===== src/rtl/muldiv_unit.sv =====
// muldiv_unit: iterative RV32M multiply/divide unit.
// A multiply takes 32 shift-add steps. A divide takes 32 restoring
// shift-subtract steps. Both work on operand magnitudes, and the sign is
// fixed up on the transition into DONE.
// Optional macro MULDIV_SPECIAL_FAST_EN: a divide by zero or a signed
// 0x80000000 / -1 completes straight from IDLE to DONE.
module muldiv_unit (
    input  logic        clk,
    input  logic        reset,
    input  logic        start,
    input  logic [2:0]  Funct3,
    input  logic [31:0] SrcA,
    input  logic [31:0] SrcB,
    input  logic        flush,
    output logic        busy,
    output logic        done,
    output logic [31:0] Result
);

    typedef enum logic [1:0] {IDLE, MUL, DIV, DONE} state_t;

    state_t      state, state_n;
    logic [31:0] a_q, b_q, mag_q;
    logic [2:0]  f3_q;
    logic [63:0] acc_q, acc_n;
    logic [4:0]  cnt_q;
    logic        load, fin;
    logic [31:0] res_fin;

    // operand signedness / magnitudes of the incoming instruction
    logic        a_sgn_in, b_sgn_in;
    logic [31:0] mag_a_in, mag_b_in;
    // signedness of the latched instruction
    logic        a_neg_q, b_neg_q;
    // single-step datapath
    logic [32:0] mul_sum;
    logic [63:0] mul_next, prod_s;
    logic [32:0] div_sh;
    logic        div_ge;
    logic [31:0] div_sub;
    logic [63:0] div_next;
    logic [31:0] quo_s, rem_s;

`ifdef MULDIV_SPECIAL_FAST_EN
    logic        fast, fast_hit;
    logic [31:0] fast_res;
`endif

    // operand preparation for the start cycle and sign flags of the latched op
    always_comb begin
        a_sgn_in = (Funct3 == 3'b001) | (Funct3 == 3'b010) | (Funct3 == 3'b100) | (Funct3 == 3'b110);
        b_sgn_in = (Funct3 == 3'b001) | (Funct3 == 3'b100) | (Funct3 == 3'b110);
        mag_a_in = (a_sgn_in & SrcA[31]) ? (32'd0 - SrcA) : SrcA;
        mag_b_in = (b_sgn_in & SrcB[31]) ? (32'd0 - SrcB) : SrcB;
        a_neg_q  = ((f3_q == 3'b001) | (f3_q == 3'b010) | (f3_q == 3'b100) | (f3_q == 3'b110)) & a_q[31];
        b_neg_q  = ((f3_q == 3'b001) | (f3_q == 3'b100) | (f3_q == 3'b110)) & b_q[31];
    end

    // one iteration step: shift-add for MUL, restoring shift-subtract for DIV
    always_comb begin
        mul_sum  = {1'b0, acc_q[63:32]} + (acc_q[0] ? {1'b0, mag_q} : 33'd0);
        mul_next = {mul_sum, acc_q[31:1]};
        div_sh   = {acc_q[63:32], acc_q[31]};
        div_ge   = (div_sh >= {1'b0, mag_q});
        // the true difference is below 2^32 whenever div_ge holds
        div_sub  = div_sh[31:0] - mag_q;
        div_next = div_ge ? {div_sub, acc_q[30:0], 1'b1}
                          : {div_sh[31:0], acc_q[30:0], 1'b0};
        acc_n    = (state == MUL) ? mul_next : div_next;
    end

    // final result with sign correction, taken from the last step's output
    always_comb begin
        prod_s = (a_neg_q ^ b_neg_q) ? (64'd0 - mul_next) : mul_next;
        quo_s  = (a_neg_q ^ b_neg_q) ? (32'd0 - div_next[31:0]) : div_next[31:0];
        rem_s  = a_neg_q ? (32'd0 - div_next[63:32]) : div_next[63:32];
        if (state == MUL) begin
            res_fin = (f3_q[1:0] == 2'b00) ? prod_s[31:0] : prod_s[63:32];
        end else if (b_q == 32'd0) begin
            res_fin = f3_q[1] ? a_q : '1;
        end else begin
            res_fin = f3_q[1] ? rem_s : quo_s;
        end
    end

`ifdef MULDIV_SPECIAL_FAST_EN
    // cases whose result is known without iterating
    always_comb begin
        fast_hit = Funct3[2] & ((SrcB == 32'd0) |
                   (~Funct3[0] & (SrcA == 32'h8000_0000) & (SrcB == 32'hFFFF_FFFF)));
        if (SrcB == 32'd0) fast_res = Funct3[1] ? SrcA : '1;
        else               fast_res = Funct3[1] ? '0 : 32'h8000_0000;
    end
`endif

    // state register
    always_ff @(posedge clk or posedge reset) begin
        if (reset) state <= IDLE;
        else       state <= state_n;
    end

    // next-state and control outputs
    always_comb begin
        state_n = state;
        busy    = 1'b0;
        done    = 1'b0;
        load    = 1'b0;
        fin     = 1'b0;
`ifdef MULDIV_SPECIAL_FAST_EN
        fast    = 1'b0;
`endif
        case (state)
            IDLE: begin
                if (start && !flush) begin
                    load    = 1'b1;
                    state_n = Funct3[2] ? DIV : MUL;
`ifdef MULDIV_SPECIAL_FAST_EN
                    if (fast_hit) begin
                        fast    = 1'b1;
                        state_n = DONE;
                    end
`endif
                end
            end
            MUL, DIV: begin
                busy = 1'b1;
                if (flush) begin
                    state_n = IDLE;
                end else if (cnt_q == 5'd0) begin
                    fin     = 1'b1;
                    state_n = DONE;
                end
            end
            DONE: begin
                done    = 1'b1;
                state_n = IDLE;
            end
            default: state_n = IDLE;
        endcase
    end

    // operand latch, iteration registers and result register
    always_ff @(posedge clk or posedge reset) begin
        if (reset) begin
            a_q    <= '0;
            b_q    <= '0;
            f3_q   <= '0;
            mag_q  <= '0;
            acc_q  <= '0;
            cnt_q  <= '0;
            Result <= '0;
        end else begin
            if (load) begin
                a_q   <= SrcA;
                b_q   <= SrcB;
                f3_q  <= Funct3;
                cnt_q <= 5'd31;
                mag_q <= Funct3[2] ? mag_b_in : mag_a_in;
                acc_q <= {32'd0, (Funct3[2] ? mag_a_in : mag_b_in)};
            end else if (busy) begin
                acc_q <= acc_n;
                if (cnt_q != 5'd0) cnt_q <= cnt_q - 5'd1;
            end
            if (fin) Result <= res_fin;
`ifdef MULDIV_SPECIAL_FAST_EN
            if (fast) Result <= fast_res;
`endif
        end
    end

endmodule


===== config.mk =====
export PLATFORM = sky130hd
export DESIGN_NAME = muldiv_unit
export DESIGN_NICKNAME = d
export VERILOG_FILES = /design/src/rtl/muldiv_unit.sv
export SDC_FILE = /design/constraint.sdc
export NUM_CORES = 1
export LEC_CHECK = 0
export BUFFER_PORTS_ARGS = -buffer_cell sky130_fd_sc_hd__buf_4
export CAP_MARGIN = 20
export CORE_ASPECT_RATIO = 0.7
export CORE_MARGIN = 1.5
export CORE_UTILIZATION = 40
export CTS_BUF_LIST = sky130_fd_sc_hd__clkbuf_4 sky130_fd_sc_hd__clkbuf_8
export DETAILED_ROUTE_END_ITERATION = 16
export SKIP_CTS_REPAIR_TIMING = 1
export SLEW_MARGIN = 20
export SYNTH_ARGS = -nofsm -noshare
export SYNTH_HDL_FRONTEND = slang
export SYNTH_SLANG_ARGS = --single-unit

===== constraint.sdc =====
create_clock -name clk -period 6.2 [get_ports clk]
set_input_delay 0.62 -clock clk [delete_from_list [all_inputs] [get_ports clk]]
set_output_delay 0.62 -clock clk [all_outputs]
set_load 0.1 [all_outputs]

Yosys cells after proc, flatten, opt, wreduce, memory -nomap -nowiden

Index checks and enable logic that the tools add are counted.

$add $sub $neg: 8
Order comparisons: 1
Equality and inequality tests: 13
Mux-type cells: 32
Bitwise gates (word level): 15
Reductions and logical operators: 12

Operators by type and width:

| kind                    | count |
|---|---|
| $mux W32                | 12 |
| $mux W64                | 5 |
| $sub A1 B32 Y32 const A | 4 |
| $sub A1 B64 Y64 const A | 1 |
| $add A32 B32 Y33        | 1 |
| $ge A33 B32 Y1          | 1 |
| $logic_not A32 Y1       | 1 |
| $sub A32 B32 Y32        | 1 |
| $mux W5                 | 3 |
| $eq A3 B3 Y1 const B    | 4 |
| $or A1 B1 Y1            | 10 |
| $mux W2                 | 4 |
| $mux W1                 | 7 |
| $eq A3 B1 Y1 const B    | 2 |
| $eq A3 B2 Y1 const B    | 2 |
| $pmux W2 S3             | 1 |
| $logic_not A5 Y1        | 1 |
| $reduce_bool A5 Y1      | 1 |
| $sub A5 B1 Y5 const B   | 1 |
| $and A1 B1 Y1           | 4 |
| $eq A2 B2 Y1 const B    | 2 |
| $logic_not A2 Y1        | 2 |
| $reduce_and A2 Y1       | 2 |
| $reduce_bool A2 Y1      | 2 |
| 7 further kinds         | 7 |

Register bits after elaboration: 202
Bits of input ports: 71
Output and inout bits: 34

Logic depth before layout (Yosys ltp)

Depth in word-level cells: 10
Gate-level depth with buffers: 25
Mapped depth without buffers: 21

Least setup slack after synthesis

No wires, ideal clock.

Kind: register -> register
Start point: reg acc_q[41]
End point: reg Result[30]
Arrival: 4,845 ps
Slack: 1,221 ps
Stages on the path, launching flop included: 24
Path buffers: 4
Clock period less this slack: 4,979 ps
Cells stage by stage: dfrtp_1 -> ha_1 -> clkbuf_1 -> a21oi_1 -> o21a_1 -> o31ai_1 -> nand2_1 -> nand3_1 -> buf_2 -> buf_1 -> buf_1 -> a21oi_1 -> inv_1 -> ha_1 -> nand3_1 -> nor3_1 -> and2_1 -> a32oi_1 -> o31ai_1 -> and2_1 -> a41oi_1 -> xnor2_1 -> o221ai_1 -> o211ai_1

Longest elaborated chain between the ends: 7
Elaborated cells between the ends (all ways): 14

RTL lines:

| element                                            | RTL line | text |
|---|---|---|
| from (decl)                                        | 25       | `logic [63:0] acc_q, acc_n;` |
| from (signal assigned)                             | 159      | `acc_q <= {32'd0, (Funct3[2] ? mag_a_in : mag_b_in)};` |
| from (signal assigned)                             | 161      | `acc_q <= acc_n;` |
| $sub A32 B32 Y32 or $ge A33 B32 Y1 (tied branches) | 66, 64   |  |
| $mux W64                                           | 67       | `div_next = div_ge ? {div_sub, acc_q[30:0], 1'b1}` |
| $sub A1 B32 Y32 (on tied branches)                 | 76, 75   |  |
| $mux W32 (on tied branches)                        | 76, 75   |  |
| $mux W32                                           | 82       | `res_fin = f3_q[1] ? rem_s : quo_s;` |
| $mux W32                                           | 79       | `end else if (b_q == 32'd0) begin` |
| $mux W32 (*)                                       | 77       | `if (state == MUL) begin` |
| to (signal assigned)                               | 164      | `if (fin) Result <= res_fin;` |
| to (decl)                                          | 17       | `output logic [31:0] Result` |

Every way passes the cells marked *; elsewhere a longest branch is shown, timed or not.
A chain may end at the register's enable or synchronous reset.

Final worst setup path

Start point: reg acc_q[0]
End point: reg Result[26]

Longest elaborated chain between the ends: 6
Elaborated cells between the ends (all ways): 11

RTL lines:

| element                                             | RTL line |
|---|---|
| $mux W32 or $mux W64 (tied branches)                | 61, 67 |
| $add A32 B32 Y33 or $sub A1 B32 Y32 (tied branches) | 61, 75 |
| $sub A1 B64 Y64 or $mux W32 (tied branches)         | 74, 75 |
| $mux W64 or $mux W32 (tied branches)                | 74, 82 |
| $mux W32 (on tied branches)                         | 78, 79 |
| $mux W32 (*)                                        | 77 |

Marks and branches as above.

==> metrics.md <==
| Metric | Value |
|---|---|
| Area of the core | `46910 µm²` |
| Yosys warns | `0` |
| Crit Path Category | `register to register` |
| Tot GR Track Use | `34.42%` |
| Reg area | `5055 µm²` |
| EDFF count, synth | `0` |
| Grt met2 use | `43.71%` |
| Worst-path maximum fanout | `28` |
| WP data required | `6.69 ns` |
| Synth-to-layout area growth | `11.63%` |
| Crit. End Element | `register` |
| Dominant synthesized flop cell | `dfrtp_1` |
| WP data arrival | `6.29 ns` |
| DRT Wirelength | `86530 µm` |
| Mapped Cells | `2615` |
| CTS clk-pin slew, worst paths | `0.06 ns` |
| Critical-path cell list | `clkinv_1 -> buf_4 -> nor2_1 -> ha_1 -> nand2_1 -> o21ai_0 -> or2_1 -> o211ai_1 -> a21boi_0 -> o211ai_1 -> or4_1 -> nor4_1 -> nor2_1 -> xnor2_1 -> o21ai_0 -> o211ai_1` |
| Met1 global-route usage | `53.79%` |
| Skew final | `0.03271 ns` |
| Synth top area share | `26.30%` |
| TNS Setup | `0 ns` |
| Busiest grt layer | `met1` |
| Status | `complete, no violations` |
| # port buffers | `104` |
| Pin count of the biggest net entering global routing | `99` |
| Post-DRT Antenna Nets | `0` |
| Initial antenna violation count | `8` |
| Final design utilization | `45.74%` |
| Dominant cell type by area after synthesis | `dfrtp_1` |
| Synth unique cells | `86` |
| Num Clock Sinks | `202` |
| DRT iter0 DRCs | `3270` |
| Starting Density | `40.97%` |
| Mapped Area | `19220 µm²` |
| Grt ovf | `0` |
| Chip width | `265.0 µm` |
| GRT met3 Usage | `9.950%` |
| Top-level I/O count | `105` |
| Async SR Flop Fraction | `100.0%` |
| CP most frequent cell | `o211ai_1` |
| Startpoint types | `register` |
| Fin. Hold Viols | `0` |
| Actual slew at the worst max-slew pin | `1.059 ns` |
| Number of synthesized register bits | `202` |
| Clk Latency, worst-skew pair | `0.63 ns` |
| DR WL/cell | `26.44 µm` |
| Post-synthesis sequential area ratio | `26.30%` |
| DR vias | `20.80k` |
| Fmax | `172.4 MHz` |
| Vias per cell | `6.353` |
| H-tree depth | `2` |
| Final Setup Violations | `0` |
| Row count | `66` |
| Placer Congestion | `0.9715` |
| Worst hold-check path type | `primary input to async pin` |
| Synth area leaders | `dfrtp_1 26%, nand2_1 8.9%, o21ai_0 5.9%` |
| CTS tree | `yes` |
| DIE AREA | `49390 µm²` |
| Root Driver | `clkbuf_8` |
| Unrepaired setup endpoints after global routing | `no` |
| First-pass GRT wire length | `127400 µm` |
| Filler cells | `4812` |
| Min Tclk post-route | `5.801 ns` |
| Fin crit share | `93.57%` |
| Max Slew Vio Count | `0` |
| Post-DP HPWL | `66550 µm` |
| # DRC | `0` |
| Clock tree buffer depth | `3` |
| Max_cap viols | `0` |
| Fin nets | `2774` |
| CTS Buf Count | `39` |
| Share of post-route cells with drive strength above 1 | `10.20%` |
| Peak per-stage delay on the critical path | `0.71 ns` |
| Synth Net Count | `2762` |
| Relative slew slack | `28.43%` |
| Vias in the first global route | `19.13k` |
| Mean post-synth cell area | `7.349 µm²` |
| Critical-path top delay cell | `or4_1` |
| First-pass detailed-route iteration total | `6` |
| Footprint of the multi-input gates | `13180 µm²` |
| Die height | `186.4 µm` |
-- cell usage in the layout, fill, tap and decap left out, types with 84 or more instances in the layout --
| master | instances |
|---|---|
| a21oi_1 | 201 |
| buf_4 | 155 |
| dfrtp_1 | 202 |
| mux2i_1 | 84 |
| nand2_1 | 458 |
| nor2_1 | 261 |
| o211ai_1 | 84 |
| o21ai_0 | 227 |
| xnor2_1 | 128 |
| xor2_1 | 89 |
-- final timing paths --
path / from / end / slack, ns / depth (start not counted)
worst max register to register: acc_q[0] / Result[26] / 0.40 / 16
max in group asynchronous: reset / mag_q[28] / 4.46 / 3
min in group clk: Funct3[1] / f3_q[1] / 0.20 / 3
worst max-delay path: acc_q[0] / Result[26] / 0.40 / 16
worst min register to register: b_q[24] / b_q[24] / 0.48 / 2
worst min-delay path: reset / acc_q[34] / 0.12 / 2
-- synthesized netlist by cell type (9+ instances only) --
| master | instances |
|---|---|
| a31oi_1 | 27 |
| or3_1 | 25 |
| a221oi_1 | 20 |
| dfrtp_1 | 202 |
| and3_1 | 13 |
| o211ai_1 | 84 |
| or2_2 | 11 |
| xor2_1 | 89 |
| mux2i_1 | 84 |
| nand3_1 | 37 |
| buf_1 | 23 |
| nor2_1 | 265 |
| and2_1 | 18 |
| a21o_1 | 22 |
| nand2_1 | 458 |
| buf_2 | 9 |
| a211oi_1 | 26 |
| xnor2_1 | 128 |
| a21oi_1 | 201 |
| ha_1 | 74 |
| nand4_1 | 23 |
| o21bai_1 | 11 |
| o21a_1 | 19 |
| nor2b_1 | 10 |
| o31ai_1 | 22 |
| nand2b_1 | 19 |
| o21ai_0 | 227 |
| o41ai_1 | 10 |
| nor4_1 | 23 |
| inv_1 | 78 |
| clkbuf_1 | 147 |
| nor3_1 | 43 |
-- sequential cells by signal, indices dropped and copies added (netlist names) --
| name | count |
|---|---|
| state | 2 |
| cnt_q | 5 |
| b_q | 32 |
| Result | 32 |
| a_q | 32 |
| f3_q | 3 |
| mag_q | 32 |
| acc_q | 64 |
-- worst max-delay path: cells and delay by family (launching register included) --
kind                       cells  cell delay [ns]
and+or+nand+nor                6             2.04
adders and majority gates      1             0.35
DFF                            1             0.58
AOI/OAI and AO/OA              6             1.78
xor gates and xnor gates       1             0.20
buffers and inverters          2             0.70
-- stage by stage --
| stage | setup WS [ns] | instances | hold WS [ns] | cell area [µm²] |
|---|---|---|---|---|
| after global placement | 0.6139 | 3198 | 0.4584 | 20470 |
| after CTS | 0.7014 | 3270 | 0.1510 | 21450 |
| final | 0.3987 | 3273 | 0.1199 | 21450 |
| after detailed placement | 0.6823 | 3198 | 0.4632 | 20470 |
| after global routing | 0.1332 | 3270 | 0.1935 | 21450 |
| after floorplan | 0.06928 | 2615 | 0.4368 | 19220 |
-- kinds of logic after synthesis --
family	share of synthesized area, %
buffers and inverters	5.404
flip-flops	26.30
AND/OR/NAND/NOR	23.37
AO/OA/AOI/OAI	25.29
multiplexers	4.727
XOR/XNOR	9.889
adder cells (fa/ha/maj)	5.026
-- layout make-up --
type                    count  share of cell area, %
clock inverters            14                  1.056
multi-input cells        2149                  61.43
well taps                 612                  3.569
diodes                      3                0.03499
inverters                  80                  1.435
flip-flops and latches    202                  23.56
clock buffers              58                  3.488
repair buffers            155                  5.424
-- metal layers --
layer / vias up / routed length (µm) / part of all wire [%]
met1: 10010 / 40340 / 47
met5: - / 8 / 0.0092
li1: 9315 / - / -
met3: 167 / 11560 / 13
met2: 1299 / 31650 / 37
met4: 2 / 2967 / 3.4
Power is not shown: default switching activity piles up to over one toggle a cycle in this logic, so the estimate is an artifact.
